[config.mk]
export PLATFORM = sky130hd
export DESIGN_NAME = agc_cdu_interface
export DESIGN_NICKNAME = d
export VERILOG_FILES = /design/src/rtl/agc_cdu_interface.sv
export SDC_FILE = /design/constraint.sdc
export NUM_CORES = 1
export LEC_CHECK = 0
export BUFFER_PORTS_ARGS = -buffer_cell sky130_fd_sc_hd__buf_2
export CORE_MARGIN = 3
export CORE_UTILIZATION = 45
export DETAILED_ROUTE_END_ITERATION = 8
export GPL_ROUTABILITY_DRIVEN = 0
export MAX_ROUTING_LAYER = met4
export PLACE_DENSITY = 0.64
export SETUP_SLACK_MARGIN = 0.1
export SLEW_MARGIN = 20
export SYNTH_ARGS = -nofsm -noshare
export SYNTH_HDL_FRONTEND = slang
export SYNTH_HIERARCHICAL = 1
export SYNTH_SLANG_ARGS = --single-unit
[constraint.sdc]
create_clock -name clk -period 5.4 [get_ports clk]
set_input_delay 1.08 -clock clk [delete_from_list [all_inputs] [get_ports clk]]
set_output_delay 1.08 -clock clk [all_outputs]
set_load 0.01 [all_outputs]
[src/rtl/agc_cdu_interface.sv]
// AGC-side CDU link: CLOCKH generator, moding discretes, zero sequencer and
// +/- dtheta angle counter.

// Two-flop synchroniser plus rising-edge detect for one CDU pulse line.
module agc_cdu_pulse_sync (
  input  logic clk,
  input  logic rst_n,
  input  logic din,
  output logic evt
);
  // sync_pipe[0..1] resynchronise, sync_pipe[2] holds the previous level
  logic [2:0] sync_pipe;

  // shift the async line through the synchroniser chain
  always_ff @(posedge clk or negedge rst_n) begin
    if (!rst_n) sync_pipe <= '0;
    else        sync_pipe <= {sync_pipe[1:0], din};
  end

  assign evt = sync_pipe[1] & ~sync_pipe[2];
endmodule

module agc_cdu_interface #(
  parameter int CLK_DIV      = 977,
  parameter int CLK_HIGH     = 830,
  parameter int ZERO_PERIODS = 64,
  parameter int SETTLE_PER   = 16
) (
  input  logic        clk,
  input  logic        rst_n,
  input  logic        zero_req,
  input  logic        ca_en,
  input  logic        eec_en,
  input  logic        CDUPLS,
  input  logic        CDUMNS,
  output logic        CLOCKH,
  output logic        AGCCA,
  output logic        AGCZ,
  output logic        AGCEEC,
  output logic [14:0] angle,
  output logic        busy,
  output logic        wrap
);
  localparam int DW   = (CLK_DIV > 1) ? $clog2(CLK_DIV) : 1;
  localparam int PMAX = (ZERO_PERIODS > SETTLE_PER) ? ZERO_PERIODS : SETTLE_PER;
  localparam int CW   = (PMAX > 1) ? $clog2(PMAX) : 1;

  localparam logic [DW-1:0] DIV_LAST   = DW'(CLK_DIV - 1);
  localparam logic [DW-1:0] HIGH_START = DW'(CLK_DIV - CLK_HIGH);
  localparam logic [CW-1:0] ZERO_LAST  = CW'(ZERO_PERIODS - 1);
  localparam logic [CW-1:0] SETL_LAST  = CW'(SETTLE_PER - 1);

  typedef enum logic [1:0] {IDLE, ZERO, SETTLE} state_t;

  state_t          state_q, state_d;
  logic [CW-1:0]   cnt_q, cnt_d;
  logic [DW-1:0]   div;
  logic            ph;
  logic [1:0]      pin, evt;
  logic            inc, dec;

  // ---------------- CLOCKH divider ----------------
  assign ph = (div == DIV_LAST);

  // free-running period divider; CLOCKH registered from the current count
  always_ff @(posedge clk or negedge rst_n) begin
    if (!rst_n) begin
      div    <= '0;
      CLOCKH <= 1'b0;
    end else begin
      div    <= ph ? '0 : div + 1'b1;
      CLOCKH <= (div >= HIGH_START);
    end
  end

  // discretes only move on period boundaries so the CDU sees clean edges
  always_ff @(posedge clk or negedge rst_n) begin
    if (!rst_n) begin
      AGCCA  <= 1'b0;
      AGCEEC <= 1'b0;
    end else if (ph) begin
      AGCCA  <= ca_en;
      AGCEEC <= eec_en;
    end
  end

  // ---------------- pulse inputs ----------------
  assign pin = {CDUMNS, CDUPLS};

  agc_cdu_pulse_sync u_sync [1:0] (
    .clk   (clk),
    .rst_n (rst_n),
    .din   (pin),
    .evt   (evt)
  );

  assign inc = evt[0];
  assign dec = evt[1];

  // ---------------- zero sequencer ----------------
  // state and period count register
  always_ff @(posedge clk or negedge rst_n) begin
    if (!rst_n) begin
      state_q <= IDLE;
      cnt_q   <= '0;
    end else begin
      state_q <= state_d;
      cnt_q   <= cnt_d;
    end
  end

  // next state: a zero request always restarts the full sequence
  always_comb begin
    state_d = state_q;
    cnt_d   = cnt_q;
    if (zero_req) begin
      state_d = ZERO;
      cnt_d   = '0;
    end else begin
      case (state_q)
        ZERO: if (ph) begin
          if (cnt_q == ZERO_LAST) begin
            state_d = SETTLE;
            cnt_d   = '0;
          end else begin
            cnt_d = cnt_q + 1'b1;
          end
        end
        SETTLE: if (ph) begin
          if (cnt_q == SETL_LAST) begin
            state_d = IDLE;
            cnt_d   = '0;
          end else begin
            cnt_d = cnt_q + 1'b1;
          end
        end
        default: ;
      endcase
    end
  end

  // decoded from the state register, so reset clears them asynchronously
  assign AGCZ = (state_q == ZERO);
  assign busy = (state_q != IDLE);

  // ---------------- angle counter ----------------
  // counts only in IDLE; wrap flags signed overflow across 0x3FFF/0x4000
  always_ff @(posedge clk or negedge rst_n) begin
    if (!rst_n) begin
      angle <= '0;
      wrap  <= 1'b0;
    end else if (zero_req) begin
      angle <= '0;
      wrap  <= 1'b0;
    end else if (state_q != IDLE) begin
      angle <= '0;
    end else if (inc && !dec) begin
      angle <= angle + 15'd1;
      if (angle == 15'h3FFF) wrap <= 1'b1;
    end else if (dec && !inc) begin
      angle <= angle - 15'd1;
      if (angle == 15'h4000) wrap <= 1'b1;
    end
  end
endmodule

==> results_dict.tcl <==
set metrics [dict create \
    ctsRootBufferMaster "clkbuf_8" \
    drtAntennaViolNets 0 \
    globalRouteOverflowTotal 0 \
    cp-start-kind "register" \
    cp.arrival_ns 3.37 \
    status "finished, final reports clean" \
    vdd_ir_drop_max_uv 97.44 \
    ys_dominant_reg_cell "dfrtp_1" \
    period_minus_slack_ns 3.179 \
    synth.top_cells.by_area "dfrtp_1, ha_1, nand2_1" \
    ffs_latches_synth 43 \
    detailedPlacementHpwl_mm 4.244 \
    static-leakage-power_nw 1.463 \
    yosys_warnings 6 \
    critPathMaxFanout 17 \
    max_cap_violations 0 \
    cts.clk_slew.worst_paths_ns 0.09 \
    drt_iter0_markers 176 \
    max_clock_freq_mhz 314.6 \
    final-setup-viol-count 0 \
    die-height_um 84.20 \
    yosys-mux-area-fraction_pct 2.592 \
    hold_depth 0 \
    clock_sink_count 43 \
    die-area_sq_um 7089 \
    final.setup.tns_ns 0 \
    route.detailed.vias_per_inst 5.728 \
    cts_hold_buf 0 \
    synthDominantAreaCellType "dfrtp_1" \
    drt_pre_antenna_iters 4 \
    reg2reg_slack_ns 2.22 \
    rsz_0062_raised_after_global_routing "no" \
    netlist_area_sq_um 2751 \
    antenna_found_initial 0 \
    crit_type "register to register" \
    ys_async_sr_fraction_pct 100.0 \
    finClkSkew_ns 0.008545 \
    final_layout_size_suffix_gt1_share_pct 14.89 \
    synth_top_cell_area_share_pct 39.11 \
    num_antenna_cells 0 \
    hold_path_class "register to register" \
    die-width_um 84.20 \
    std_cell_rows 27 \
    synth_fp_nets 331 \
    average_detailed_routed_wire_length_per_instance_um 15.25 \
    synth_compound_gate_area_share_pct 15.05 \
    worstMarginPinSlew_ns 0.9532 \
    fin_crit_sh_pct 58.86 \
    tritoncts.num_buffers 5 \
    core_area_sq_um 5709 \
    total_of_fill_cells_in_the_finished_design 540 \
    global_route.usage.total_pct 18.86 \
    cts.htree.levels 2 \
    finalMaxSlewViolations 0 \
    holdCritStartpoint "u_sync[0]/sync_pipe[0]" \
    seq_area_frac_synth_pct 39.11 \
    rr_startpoint "u_sync[1]/sync_pipe[2]" \
    synth_top_family_by_area "simple AND/OR/NAND/NOR gates" \
    power_density_nw_per_um2 202.1 \
    placed_cells 393 \
    synth_xor_area_share_pct 4.457 \
    worst_skew_pair.late_latency_ns 0.30 \
    grt_max_degree 44 \
    timing.final.hold_violations 0 \
    number_of_global_route_vias_before_repair 2274 \
    worstHoldEndpoint "u_sync[0]/sync_pipe[1]" \
    drc 0 \
    clock_tree.buffer_depth 2 \
    initial_core_util_pct 48.19 \
    critical_path_required_ns 5.59 \
    yosys.area_share.simple_pct 26.24 \
    syn-instance-count 303 \
    synth_area_per_cell_sq_um 9.080 \
    number_of_distinct_library_cell_variants_in_the_gate_level_netlist_after_synthesis 51 \
    syn_to_final_growth_pct 10.41 \
    timing.reg2reg.worst_path_depth 11 \
    arithmetic_cell_share_of_the_synthesized_area_counting_full_adders_half_adders_and_majority_gates_pct 9.823 \
    stdcell_count 401 \
    buffer_ports.inserted 27 \
    detail_route.wirelength_mm 6.115 \
    worst_setup_path_end_kind "register" \
    worst_r2r_dst "angle[14]" \
    cts_tree "done" \
    boundaryPins 28 \
    post-cts-setup-buffers 0 \
    post_cts_resize_count 0 \
    number_of_enable_type_register_cells_in_the_synthesized_netlist 0 \
    layout.nets 356 \
    hold-worst-slack_ns 0.3700 \
    max-slew-margin-rel_pct 36.45 \
    first_pass_grt_wire_length_mm 10.75 \
    route.vias.total 2297 \
]
[sequential cells by signal, indices dropped and copies added, names as in the netlist]
name / flops
u_sync/sync_pipe: 6
AGCCA: 1
wrap: 1
AGCEEC: 1
angle: 15
div: 10
CLOCKH: 1
cnt_q: 6
state_q: 2
[synthesized netlist by cell type, types with 3 or more instances]
master and instances:
a21oi_1 22, o21ai_0 10, xnor2_1 7, ha_1 20, o31ai_1 3, nor4_1 5, or3_1 3, clkbuf_1 9
inv_1 11, nand4_1 7, mux2i_1 6, nand2_1 34, nor2b_1 4, xor2_1 7, nand3_1 16, nor2_1 28
nand2b_1 3, dfrtp_1 43, a21o_1 6, and2_1 4, and3_1 8, a31oi_1 4, nor3_1 7
[worst max path at each step]
stage                                start   endpoint  slack (ns)
finish              u_sync[1]/sync_pipe[2]  angle[14]        2.22
detailed placement  u_sync[1]/sync_pipe[2]  angle[14]        2.30
floorplan           u_sync[1]/sync_pipe[2]  angle[14]        2.59
global route        u_sync[1]/sync_pipe[2]  angle[14]        2.03
CTS                 u_sync[1]/sync_pipe[2]  angle[14]        2.25
global placement    u_sync[1]/sync_pipe[2]  angle[14]        2.37
[logic make-up (layout without fill, tap and decap cells)]
logic type | count (synthesis) | after routing
AO/OA/AOI/OAI | 63 | 63
XOR/XNOR | 14 | 14
adder cells (fa/ha/maj) | 21 | 21
buffers and inverters | 20 | 46
flip-flops | 43 | 43
multiplexers | 7 | 7
AND/OR/NAND/NOR | 135 | 135
[power by group]
part           total (W)  switching [W]  internal, W
sequential      0.000333     0.00000570     0.000327
clock           0.000220       0.000125    0.0000953
combinational  0.0000606      0.0000395    0.0000211
[metrics by stage]
step | power [W] | area, sq um | worst slack, ns | util (%)
global placement | 0.0003996 | 2943 | 2.365 | 51.54
finish | 0.0006140 | 3038 | 2.221 | 53.21
global route | 0.0006480 | 3038 | 2.034 | 53.21
CTS | 0.0006245 | 3038 | 2.247 | 53.21
floorplan | 0.0003802 | 2751 | 2.588 | -
detailed placement | 0.0004002 | 2943 | 2.303 | 51.54
[final cells by class]
class	instances	area, sq um	area share [%]
clock inverter	3	26.28	0.8649
inverter	11	41.29	1.359
timing repair buffer	27	135.1	4.448
tap	72	90.09	2.965
clock buffer	5	68.82	2.265
multi-input combinational	240	1600	52.68
sequential	43	1076	35.42
[placed cells by master, fill, tap and decap left out, types with 4 or more instances in the layout]
master,n
inv_1,11
xor2_1,7
a21o_1,6
nand3_1,16
nor4_1,5
a21oi_1,22
and2_1,4
and3_1,8
xnor2_1,7
dfrtp_1,43
buf_2,27
nand2_1,34
nor3_1,7
mux2i_1,6
a31oi_1,4
nand4_1,7
nor2b_1,4
clkbuf_8,5
ha_1,20
nor2_1,28
o21ai_0,10
[worst max-delay path, stage by stage (launching register included)]
cell	delay, ns
dfrtp_1	0.40
nor2b_4	0.11
inv_1	0.05
ha_1	0.23
inv_1	0.44
ha_1	0.40
a21oi_1	0.23
a21oi_1	0.13
o21ba_2	0.24
o211a_1	0.21
a211oi_1	0.26
mux2_2	0.36
[metal layers]
| layer | GRT usage (%) | part of all wire (%) | up-vias |
|---|---|---|---|
| li1 | - | - | 1149 |
| met1 | 24.24 | 47 | 1102 |
| met2 | 31.28 | 49 | 42 |
| met3 | 2.944 | 3.3 | 4 |
| met4 | 4.532 | 0.77 | 0 |
| met5 | - | 0 | - |
Power figures use the tool's default switching activity.
